### src/rtl/decision_pkg.sv
// Purpose: shared types and constants for the decision-tree job scheduler.
// Latency: n/a (package only).
// Backpressure: n/a (package only).
// Contents: FSM state encoding, response codes, class constants, small helpers.
package decision_pkg;

  typedef enum logic [2:0] {
    ST_IDLE  = 3'd0,
    ST_CLR   = 3'd1,
    ST_START = 3'd2,
    ST_WAIT  = 3'd3,
    ST_RESP  = 3'd4
  } state_t;

  typedef enum logic [1:0] {
    RSP_OK        = 2'd0,
    RSP_TIMEOUT   = 2'd1,
    RSP_BAD_CLASS = 2'd2
  } rsp_code_t;

  localparam logic [7:0] Y1 = 8'd1;
  localparam logic [7:0] Y2 = 8'd2;
  localparam logic [7:0] Y3 = 8'd3;
  localparam logic [7:0] Y4 = 8'd4;

  // True for the four legal class results Y1..Y4.
  function automatic logic is_valid_class(input logic [7:0] y);
    return (y >= Y1) && (y <= Y4);
  endfunction

  // Histogram counters stick at 255 instead of wrapping.
  function automatic logic [7:0] sat_inc(input logic [7:0] c);
    return (c == 8'hFF) ? c : c + 8'd1;
  endfunction

endpackage

### src/rtl/decision_rr_arb.sv
// Purpose: 2-input round-robin arbiter; last winner drops to lowest priority.
// Latency: winner is combinational from req; priority updates on the clock after update.
// Backpressure: none; caller strobes update only when it accepts the winner.
// Ports: clk, reset_n (async active-low), req[1:0], update (accept strobe),
//        win[1:0] (one-hot winner, zero when no request).
module decision_rr_arb (
  input  logic       clk,
  input  logic       reset_n,
  input  logic [1:0] req,
  input  logic       update,
  output logic [1:0] win
);

  // prio names the requester that currently has highest priority.
  logic prio;

  always_comb begin
    win = 2'b00;
    if (!prio) begin
      if (req[0])      win = 2'b01;
      else if (req[1]) win = 2'b10;
    end else begin
      if (req[1])      win = 2'b10;
      else if (req[0]) win = 2'b01;
    end
  end

  // After granting requester 0, requester 1 becomes highest, and vice versa.
  always_ff @(posedge clk or negedge reset_n) begin
    if (!reset_n) begin
      prio <= 1'b0;
    end else if (update && (|win)) begin
      prio <= win[0];
    end
  end

endmodule

### src/rtl/decision_sched.sv
// Purpose: arbitrates two job requesters onto one decision-tree datapath and returns class results.
// Latency: req_i to rsp_valid_o is 3+k cycles when the datapath answers k cycles after dt_start_o.
// Backpressure: response held stable in RESP until rsp_ready_i; new requests wait while busy.
// Ports: clk, reset_n; req_i/gnt_o requester handshake; dt_reset_o/dt_start_o/dt_y_i/dt_y_valid_i
//        datapath control; rsp_valid_o/rsp_ready_i/rsp_id_o/rsp_y_o/rsp_code_o response;
//        busy_o; hist_y1_o..hist_y4_o/hist_err_o saturating result histograms.
module decision_sched
  import decision_pkg::*;
#(
  parameter int TIMEOUT = 16
) (
  input  logic       clk,
  input  logic       reset_n,
  input  logic [1:0] req_i,
  output logic [1:0] gnt_o,
  output logic       dt_reset_o,
  output logic       dt_start_o,
  input  logic [7:0] dt_y_i,
  input  logic       dt_y_valid_i,
  output logic       rsp_valid_o,
  input  logic       rsp_ready_i,
  output logic       rsp_id_o,
  output logic [7:0] rsp_y_o,
  output logic [1:0] rsp_code_o,
  output logic       busy_o,
  output logic [7:0] hist_y1_o,
  output logic [7:0] hist_y2_o,
  output logic [7:0] hist_y3_o,
  output logic [7:0] hist_y4_o,
  output logic [7:0] hist_err_o
);

  localparam logic [7:0] TMAX = 8'(TIMEOUT - 1);

  state_t     state;
  logic       owner;
  logic [7:0] timer;
  logic [1:0] win;
  logic       arb_update;

  // The arbiter pointer only moves when IDLE actually accepts a job.
  assign arb_update = (state == ST_IDLE) && (|req_i);

  decision_rr_arb u_arb (
    .clk     (clk),
    .reset_n (reset_n),
    .req     (req_i),
    .update  (arb_update),
    .win     (win)
  );

  // Every output is registered: it is loaded on the edge that enters the state
  // that owns it, so it is valid for exactly the cycles spent in that state.
  always_ff @(posedge clk or negedge reset_n) begin
    if (!reset_n) begin
      state       <= ST_IDLE;
      owner       <= 1'b0;
      timer       <= 8'd0;
      gnt_o       <= 2'b00;
      dt_reset_o  <= 1'b0;
      dt_start_o  <= 1'b0;
      rsp_valid_o <= 1'b0;
      rsp_id_o    <= 1'b0;
      rsp_y_o     <= 8'd0;
      rsp_code_o  <= 2'd0;
      busy_o      <= 1'b0;
      hist_y1_o   <= 8'd0;
      hist_y2_o   <= 8'd0;
      hist_y3_o   <= 8'd0;
      hist_y4_o   <= 8'd0;
      hist_err_o  <= 8'd0;
    end else begin
      gnt_o      <= 2'b00;
      dt_reset_o <= 1'b0;
      dt_start_o <= 1'b0;

      case (state)
        ST_IDLE: begin
          if (|req_i) begin
            owner      <= win[1];
            gnt_o      <= win;
            dt_reset_o <= 1'b1;
            busy_o     <= 1'b1;
            state      <= ST_CLR;
          end
        end

        ST_CLR: begin
          dt_start_o <= 1'b1;
          state      <= ST_START;
        end

        ST_START: begin
          timer <= 8'd0;
          state <= ST_WAIT;
        end

        ST_WAIT: begin
          // A result arriving on the expiry cycle is taken, not timed out.
          if (dt_y_valid_i) begin
            rsp_y_o     <= dt_y_i;
            rsp_code_o  <= is_valid_class(dt_y_i) ? RSP_OK : RSP_BAD_CLASS;
            rsp_id_o    <= owner;
            rsp_valid_o <= 1'b1;
            state       <= ST_RESP;
          end else if (timer == TMAX) begin
            rsp_y_o     <= 8'd0;
            rsp_code_o  <= RSP_TIMEOUT;
            rsp_id_o    <= owner;
            rsp_valid_o <= 1'b1;
            state       <= ST_RESP;
          end else begin
            timer <= timer + 8'd1;
          end
        end

        ST_RESP: begin
          if (rsp_ready_i) begin
            rsp_valid_o <= 1'b0;
            busy_o      <= 1'b0;
            state       <= ST_IDLE;
            if (rsp_code_o == RSP_OK) begin
              case (rsp_y_o)
                Y1:      hist_y1_o <= sat_inc(hist_y1_o);
                Y2:      hist_y2_o <= sat_inc(hist_y2_o);
                Y3:      hist_y3_o <= sat_inc(hist_y3_o);
                Y4:      hist_y4_o <= sat_inc(hist_y4_o);
                default: ;
              endcase
            end else begin
              hist_err_o <= sat_inc(hist_err_o);
            end
          end
        end

        default: begin
          rsp_valid_o <= 1'b0;
          busy_o      <= 1'b0;
          state       <= ST_IDLE;
        end
      endcase
    end
  end

endmodule
### config.mk
export PLATFORM = sky130hd
export DESIGN_NAME = decision_sched
export DESIGN_NICKNAME = d
export VERILOG_FILES = /design/src/rtl/decision_pkg.sv /design/src/rtl/decision_rr_arb.sv /design/src/rtl/decision_sched.sv
export SDC_FILE = /design/constraint.sdc
export NUM_CORES = 1
export LEC_CHECK = 0
export ABC_AREA = 1
export CORE_UTILIZATION = 57
export DETAILED_ROUTE_END_ITERATION = 8
export DONT_BUFFER_PORTS = 1
export PLACE_DENSITY = 0.7
export SETUP_SLACK_MARGIN = 0.1
export SYNTH_ARGS = -nofsm -noshare
export SYNTH_HDL_FRONTEND = slang
export SYNTH_SLANG_ARGS = --single-unit
### constraint.sdc
create_clock -name clk -period 1.51 [get_ports clk]
set_input_delay 0.2265 -clock clk [delete_from_list [all_inputs] [get_ports clk]]
set_output_delay 0.2265 -clock clk [all_outputs]
set_load 0.03 [all_outputs]
* Word-level counts from Yosys, hierarchy flattened
Index checks and enable logic that the tools add are counted.
** Word-level totals
- Register bits after elaboration :: 70
- Input port bits :: 14
- Output and inout port bits :: 57
- Logic and storage cells :: 105
** Operators by class
- Add/subtract/negate cells :: 6
- Magnitude comparators :: 2
- Eq/ne operators :: 19
- Muxes and demuxes :: 31
- Bitwise logic cells :: 8
- Reductions and logical operators :: 22
** Operator list (count)
- $add 8x1->8 const B :: 6
- $eq 8x8->1 const B :: 5
- $mux 8 :: 4
- $reduce_and 5->1 :: 4
- $mux 2 :: 9
- $eq 8x2->1 const B :: 2
- $pmux 8 s2 :: 1
- $pmux 3 s5 :: 1
- $mux 3 :: 4
- $reduce_and 3->1 :: 4
- $mux 1 :: 10
- $eq 8x1->1 const B :: 1
- $eq 8x3->1 const B :: 1
- $eq 8x4->1 const B :: 1
- $ge 8x1->1 const B :: 1
- $le 8x3->1 const B :: 1
- $not 1->1 :: 8
- $eq 3x2->1 const B :: 2
- $ne 2x2->1 const B :: 3
- $pmux 1 s3 :: 2
- $reduce_or 3->1 :: 2
- $reduce_and 2->1 :: 2
- $reduce_and 4->1 :: 1
- $reduce_bool 2->1 :: 2
- other kinds (8) :: 11

* Longest topological paths before layout
Gate-level depths: netlist of the first run.
- Word-level depth :: 5
- Depth in mapped cells :: 9
- Gate-level depth less buffers :: 8

* Modules after synthesis
From an unflattened synthesis of the first run, not the netlist that was laid out.
** Second synthesis, totals
- Cells, all modules :: 537
- Area, all modules :: 3912.5 um^2
** Modules (own cells, without submodules)
- decision_sched :: times used 1, cells each 529, area each 3852.4 um^2
- decision_rr_arb :: times used 1, cells each 8, area each 60.1 um^2

* Worst setup path before layout of the first run
No wires, ideal clock.
- Kind :: register -> register
- From :: register hist_y2_o[0]
- To :: register hist_y2_o[4]
- Library setup time :: 119 ps
- Data arrival time :: 1442 ps
- Data required time :: 1391 ps
- Path slack :: -51 ps
- Stages on the path, launching flop included :: 8
- Path buffers :: 0
- Period minus slack after synthesis :: 1561 ps
- Cell sequence :: dfrtp_1 -> ha_1 -> nand3_1 -> inv_1 -> nand2_1 -> nand3_2 -> nand2_1 -> nand2_1
** Between the ends
- Longest elaborated chain between the ends :: 3
- Elaborated cells on any way between the ends :: 4
- Those cells by class :: add/sub (1); eq/ne (1); bitwise (1); reduce/logical (1)
** RTL lines
- from (decl) :: line decision_sched.sv:27 : output logic [7:0] hist_y2_o,
- from (signal assigned) :: line decision_sched.sv:125 : Y2: hist_y2_o <= sat_inc(hist_y2_o);
- branches (longest 3 deep; another with $add 8x1->8)
Several ways; the timed one is not identified.
A chain may end at the register's enable or synchronous reset.

* Worst setup path in the final report of the first run
- From :: register timer[0]
- To :: register timer[4]
** Between the ends
- Longest elaborated chain between the ends :: 4
- Elaborated cells on any way between the ends :: 7
- Those cells by class :: add/sub (1); eq/ne (2); mux (3); reduce/logical (1)
** RTL lines
- from (decl) :: line decision_sched.sv:37 : logic [7:0] timer;
- from (signal assigned) :: line decision_sched.sv:113 : timer <= timer + 8'd1;
- $add 8x1->8 :: line decision_sched.sv:113
- $mux 8 :: line decision_sched.sv:106 : end else if (timer == TMAX) begin
- $mux 8 :: line decision_sched.sv:100 : if (dt_y_valid_i) begin
- $pmux 8 s2 :: line decision_sched.sv:77 : case (state)
Several ways; a longest one is shown, not always the timed one. The select of a mux whose other input is x is not followed.

==> flow_summary.ini, run 1 <==
[placed_design]
place_inst = 715
hpwl_mm = 6.76
place_congestion = 0.824
place.port_buffers = 0

[detailed_routing]
routedWlPerCell_um = 13.4
detail-route-antenna-nets = 0
first_pass_iters = 5
vias_per_cell = 5.28
drc = 0
wl_mm = 10.1
first_iter_violations = 216
routed-via-count = 3969

[yosys]
synthCells = 558
syn_nets = 578
yosysSeqAreaShare_pct = 43.5
netlist.top_cell.by_area = dfrtp_1
syn_area_sq_mm = 0.00403
netlist.area_leader.share_pct = 43.5
ys_warn_count = 0
synth.distinct_cells = 26
postSynthAreaPerCell_sq_um = 7.22
ys_seq_elements = 70
yosys-top-cells-area = dfrtp_1 43%, nand2_1 21%, nand3_1 5.6%, inv_1 5.5%, nor2_1 3.8%

[setup_path]
cp_slowest_cell = dfrtp_1
cp_data_arrival_time_ns = 1.68
worstPathCellList = ha_4, nand2_4, nor2_4, buf_4, buf_4, xnor2_1, nor2_1, nand2_1, nand2_1
r2r_end = timer[4]$_DFFE_PN0P_
cp.depth = 9
path_class = flop to flop
cp.required_ns = 1.75
critPathCapture = timer[4]$_DFFE_PN0P_
crit_family = flip-flops
critPathCaptureType = flop
critPathBufInv = 2
rr_worst_depth = 9
r2r_slack_ns = 0.07
cpPeakStageDelay_ns = 0.42
crit_fanout = 3
timing.rr.start = timer[0]$_DFFE_PN0P_
cp-startpoint = timer[0]$_DFFE_PN0P_
setup.worst_path.start_class = flop

[die]
die_area_sq_mm = 0.00741
num_io_pins = 71
core_area_sq_mm = 0.00683
initial_utilization_pct = 59.0
die_h_um = 86.1
rows = 30
die_width_um = 86.1

[power_and_ir_drop]
p_leak_nw = 2.65
switching_power_mw = 2.55
clockPowerShare_pct = 22.4
seq_power_share_pct = 41.6
max-vdd-ir-drop_v = 0.00124
combPwrFrac_pct = 36.0
switching_share_pct = 40.6
p_per_area_mw_per_mm2 = 1200
p_int_mw = 3.74
total_power_mw = 6.29

[sta]
fmax_ghz = 0.694
setup_tns_ns = 0
drv_slew = 0
slew-limit-headroom_pct = 70.0
hold_ws_ns = -0.435
worst_slew_pin_slew_ns = 0.450
finClkSkew_ns = 0.00697
setup_viol = 0
finalCritPeriodShare_pct = 95.4
min_period_ns = 1.44
rsz0062_at_grt = true
finalHoldViolCount = 70

[global_route]
grt_max_degree = 71
grt_pass1_vias = 3672
grt.met3_usage_pct = 5.29
grt_busiest_layer = met2
grt_pass1_wl_mm = 15.8
grt_antenna_before_repair = 0
met1_usage_pct = 32.3
grt-ovfl-total = 0
met2_usage_pct = 47.7
grt_use_total_pct = 27.0

[layout]
drive_gt1_share_pct = 26.1
final_cells = 751
antennaDiodeCount = 0
final_common_cell = nand2_1
area_growth_pct = 29.9
layout.nets = 670
final.fill_count = 535
layout_common_cells = 225 x nand2_1, 74 x buf_4, 55 x inv_1

[clock_tree]
clk_latency_ns = 0.35
cts_max_path_buffers = 2
cts-buffers-inserted = 9
cts_tree = yes
cts-root-buf = clkbuf_8
cts_max_level = 3
clk_pin_slew_worst_paths_ns = 0.07
numClockSinks = 70
postCtsHoldBufs = 4

[job]
maxCapViolCount = 0

[status]
violations = hold timing
outcome = finished with violations

[worst_hold_path]
hold_class = input pin to async pin
## power by group through the flow
stage | sequential, mW | combinational (mW) | clock (mW)
after floorplan | 2.95 | 0.950 | 0
after global placement | 2.61 | 1.92 | 0
after detailed placement | 2.62 | 1.96 | 0
after CTS | 2.59 | 2.06 | 1.43
after global routing | 2.65 | 2.46 | 1.51
final | 2.62 | 2.26 | 1.41
## state kept, by name (all words and copies together) (netlist names), 2 cells and up
| signal | flops |
|---|---|
| hist_y2_o | 8 |
| gnt_o | 2 |
| hist_err_o | 8 |
| hist_y1_o | 8 |
| timer | 8 |
| rsp_code_o | 2 |
| state | 3 |
| hist_y3_o | 8 |
| hist_y4_o | 8 |
| rsp_y_o | 8 |
## worst register-to-register path, stage by stage (launching register included)
cell and delay [ns]:
dfrtp_1 0.42, ha_4 0.19, nand2_4 0.08, nor2_4 0.04, buf_4 0.12, buf_4 0.13, xnor2_1 0.18, nor2_1 0.07
nand2_1 0.06, nand2_1 0.05
## worst min path at each step
| stage | endpoint | from | slack, ns | depth (start not counted) |
|---|---|---|---|---|
| floorplan | busy_o$_DFFE_PN0P_ | reset_n | -0.07 | 0 |
| global placement | hist_y3_o[5]$_DFFE_PN0P_ | reset_n | -0.07 | 0 |
| detailed placement | hist_y3_o[5]$_DFFE_PN0P_ | reset_n | -0.07 | 0 |
| CTS | hist_y3_o[5]$_DFFE_PN0P_ | reset_n | -0.44 | 0 |
| global route | hist_y3_o[4]$_DFFE_PN0P_ | reset_n | -0.45 | 0 |
| finish | hist_y3_o[4]$_DFFE_PN0P_ | reset_n | -0.44 | 0 |
## layer usage
| metal | vias up | wire (um) |
|---|---|---|
| met4 | 0 | 187 |
| met1 | 1869 | 4260 |
| met2 | 114 | 5160 |
| met3 | 21 | 471 |
| met5 | - | 0 |
| li1 | 1965 | - |
## cell usage after synthesis, drive strengths merged
master	number
nor2	56
xor2	8
nand3	53
a21oi	4
o21ai	21
dfrtp	70
o21bai	1
nand2	234
xnor2	3
nand3b	5
ha	6
nand4	25
buf	4
inv	64
nor3b	1
nor3	3
## kinds of logic after synthesis
logic type,count (synthesis),share of synthesized area [%]
xor gates and xnor gates,11,2.39
DFF,70,43.5
and+or+nand+nor,377,41.8
AOI/OAI and AO/OA,26,3.48
adders and majority gates,6,1.86
buffers and inverters,68,6.98
## layout make-up
type                            instances  area (sq um)  area share (%)
Multi-Input combinational cell        423          2270            43.4
Timing Repair Buffer                   82           649            12.4
Inverter                               64           243            4.64
Clock buffer                           15           176            3.37
Sequential cell                        70          1770            33.8
Tap cell                               96           120            2.29
Clock inverter                          1          5.00          0.0956
## stage by stage
| step | hold slack (ns) | area, sq um | worst slack [ns] | utilization [%] |
|---|---|---|---|---|
| CTS | -0.444 | 4990 | 0.0829 | 73.1 |
| global route | -0.453 | 5240 | 0.0230 | 76.6 |
| global placement | -0.0674 | 4650 | 0.0359 | 68.1 |
| detailed placement | -0.0671 | 4650 | 0.0180 | 68.1 |
| finish | -0.435 | 5240 | 0.0688 | 76.6 |
| floorplan | -0.0691 | 4070 | 0.0761 | - |
## what timing repair did
| action | 4_1_cts | 5_1_grt |
|---|---|---|
| cloned | 1 | 2 |
| gates resized for setup | 15 | 41 |
| pin swaps | 5 | 10 |
| endpoints found under the hold margin | 74 | 70 |
| setup endpoints to repair | 49 | 65 |
| buffers inserted | 6 | 7 |
Power figures use the tool's default switching activity.
==> run 2: changes to the inputs <==
--- a/config.mk
+++ b/config.mk
@@ -5,7 +5,6 @@
 export SDC_FILE = /design/constraint.sdc
 export NUM_CORES = 1
 export LEC_CHECK = 0
-export ABC_AREA = 1
 export CORE_UTILIZATION = 57
 export DETAILED_ROUTE_END_ITERATION = 8
 export DONT_BUFFER_PORTS = 1
==> run 2 against run 1 <==
Compared with the run above:
- the run ends with hold timing, setup timing left
- synthesized area shrank 16%
- sequential power increased by 2%
- count of clock-buffer cells in the layout fell by 6
- die area down 16%
- critical path type unchanged
- wire length up 16%
- first-iteration DRC count increased by 3.2%
- hold slack got worse by 0.016 ns
==> flow_summary.ini, run 2 <==
[status]
outcome = finished with violations
violations = hold timing, setup timing

[layout]
final.fill_count = 207
finish.instance_area_sq_mm = 0.00513
final_common_cell = buf_4
layout.nets = 456
drive_gt1_share_pct = 49.4
layout_common_cells = 97 x buf_4, 61 x dfrtp_1, 25 x nand2_1
area_growth_pct = 52.4
antennaDiodeCount = 0

[yosys]
synth.distinct_cells = 51
postSynthAreaPerCell_sq_um = 10.8
yosys-top-cells-area = dfrtp_1 52%, xor2_1 6.0%, nand2_1 3.6%, nand3_1 3.1%, mux2_2 3.0%
yosys_most_used_dff = dfrtp_1
syn_area_sq_mm = 0.00337
synth_edf_count = 0
netlist.top_cell.by_area = dfrtp_1
synthTopCellsByCount = 70 x dfrtp_1, 32 x nand2_1, 27 x nor2_1, 23 x xor2_1, 21 x nand3_1
netlist.area_leader.share_pct = 52.0
syn_nets = 333
ys_seq_elements = 70
yosysMostFrequentCell = dfrtp_1
yosysSeqAreaShare_pct = 52.0
synthCells = 313
ys_warn_count = 0
async_reset_ff_share_pct = 100

[global_route]
grt-ovfl-total = 0
grt_max_degree = 71
grt_pass1_wl_mm = 16.9
grt_use_total_pct = 36.2
grt_pass1_vias = 3360
grt_antenna_before_repair = 0

[die]
initial_utilization_pct = 60.0
core_area_sq_mm = 0.00561
die_width_um = 78.9
die_h_um = 78.9
die_area_sq_mm = 0.00622
num_io_pins = 71
rows = 27

[sta]
finClkSkew_ns = 0.0119
fmax_ghz = 0.533
finalCritPeriodShare_pct = 124
min_period_ns = 1.87
slew-limit-headroom_pct = 69.8
rsz0062_at_grt = true
setup_viol = 57
drv_slew = 0
setup_ws_ns = -0.365
worst_slew_pin_slew_ns = 0.452
hold_ws_ns = -0.451
finalHoldViolCount = 70

[detailed_routing]
met1_length_mm = 4.33
detail-route-antenna-nets = 0
wl_met3_um = 805
wl_mm = 11.7
vias_per_cell = 6.35
first_pass_iters = 5
routed-via-count = 3259
highest_layer = met4
first_iter_violations = 223
drc = 0
route.met2.wl_mm = 6.05
routedWlPerCell_um = 22.9

[power_and_ir_drop]
total_power_mw = 7.11
max-vdd-ir-drop_v = 0.00165
p_leak_nw = 2.46
p_per_area_mw_per_mm2 = 1390

[setup_path]
r2r_slack_ns = -0.36
cp.required_ns = 1.78
timing.rr.start = rsp_y_o[5]$_DFFE_PN0P_
cp_slowest_cell = dfrtp_1
crit_path_frequent_cell = buf_6
path_class = flop to flop
critPathCaptureType = flop
crit_family = simple AND/OR/NAND/NOR gates
r2r_end = hist_y2_o[3]$_DFFE_PN0P_
cpPeakStageDelay_ns = 0.43
cp_data_arrival_time_ns = 2.15
critPathBufInv = 2
rr_worst_depth = 6
worstPathCellList = nor4_4, buf_6, nand4_1, buf_6, nor4b_4, xor2_1
setup.worst_path.start_class = flop
crit_fanout = 5
cp-startpoint = rsp_y_o[5]$_DFFE_PN0P_

[clock_tree]
clk_pin_slew_worst_paths_ns = 0.08
postCtsHoldBufs = 3
clk_latency_ns = 0.36
cts_max_path_buffers = 2
cts_max_level = 3
cts-root-buf = clkbuf_8
cts-buffers-inserted = 9
numClockSinks = 70
cts_tree = yes

[placed_design]
place_congestion = 0.884
hpwl_mm = 6.08
dpl-instance-area_sq_mm = 0.00432
place.port_buffers = 0

[job]
maxCapViolCount = 0

[worst_hold_path]
hold_class = input pin to async pin
-- run 2: cells by family (layout without fill, tap and decap cells) --
group	Yosys count	after routing	synth area share (%)
flip-flops	70	70	52.0
AO/OA/AOI/OAI	35	35	7.73
XOR/XNOR	31	31	8.06
adder cells (fa/ha/maj)	6	6	2.23
AND/OR/NAND/NOR	149	149	25.0
multiplexers	10	10	3.31
buffers and inverters	12	140	1.67
-- run 2: power by group --
group          switching [mW]  internal [mW]
clock                   0.771           1.09
sequential              0.467           2.20
combinational            1.45           1.14
total                    2.69           4.42
-- run 2: worst reg2reg max path, stage by stage (launching register included) --
cell and delay, ns:
dfrtp_1 0.43, nor4_4 0.32, buf_6 0.18, nand4_1 0.19
buf_6 0.21, nor4b_4 0.25, xor2_1 0.20
-- run 2: worst max-delay path by stage --
stage / endpoint / slack, ns / depth (start not counted)
global placement: hist_y4_o[6]$_DFFE_PN0P_ / -0.19 / 5
floorplan: hist_y3_o[7]$_DFFE_PN0P_ / -0.33 / 4
CTS: hist_y3_o[7]$_DFFE_PN0P_ / -0.23 / 5
global route: hist_y2_o[3]$_DFFE_PN0P_ / -0.43 / 6
finish: hist_y2_o[3]$_DFFE_PN0P_ / -0.36 / 6
detailed placement: hist_y3_o[2]$_DFFE_PN0P_ / -0.24 / 6
-- run 2: what timing repair did --
action | CTS | global route
setup endpoints to repair | 61 | 66
pin swaps | 29 | 34
setup buffers | 7 | 12
endpoints found under the hold margin | 73 | 70
gates resized for setup | 52 | 35
-- run 2: area by class of cell --
cell class                 count  area, sq um  share of cell area [%]
clock inverter                 7          113                    2.19
multi-input combinational    231         2040                    39.7
sequential                    70         1760                    34.4
inverter                       6         22.5                   0.439
timing repair buffer         118          982                    19.1
tap                           72         90.1                    1.76
clock buffer                   9          124                    2.41
-- run 2: per-layer routing --
layer | vias up | track usage (%)
li1 | 1391 | -
met1 | 1641 | 40.1
met2 | 174 | 62.8
met3 | 53 | 10.1
met4 | 0 | 19.6
met5 | - | 0
-- run 2: metrics by stage --
stage / utilization, % / setup slack [ns] / instances / TNS [ns] / hold slack (ns)
3_5_place_dp: 77.0 / -0.244 / 480 / -5.60 / -0.0677
4_1_cts: 87.4 / -0.234 / 505 / -5.78 / -0.451
2_1_floorplan: - / -0.328 / 313 / -5.21 / -0.0691
3_3_place_gp: 77.0 / -0.195 / 480 / -3.48 / -0.0678
5_1_grt: 91.5 / -0.431 / 513 / -13.38 / -0.460
6_report: 91.5 / -0.365 / 513 / -10.32 / -0.451
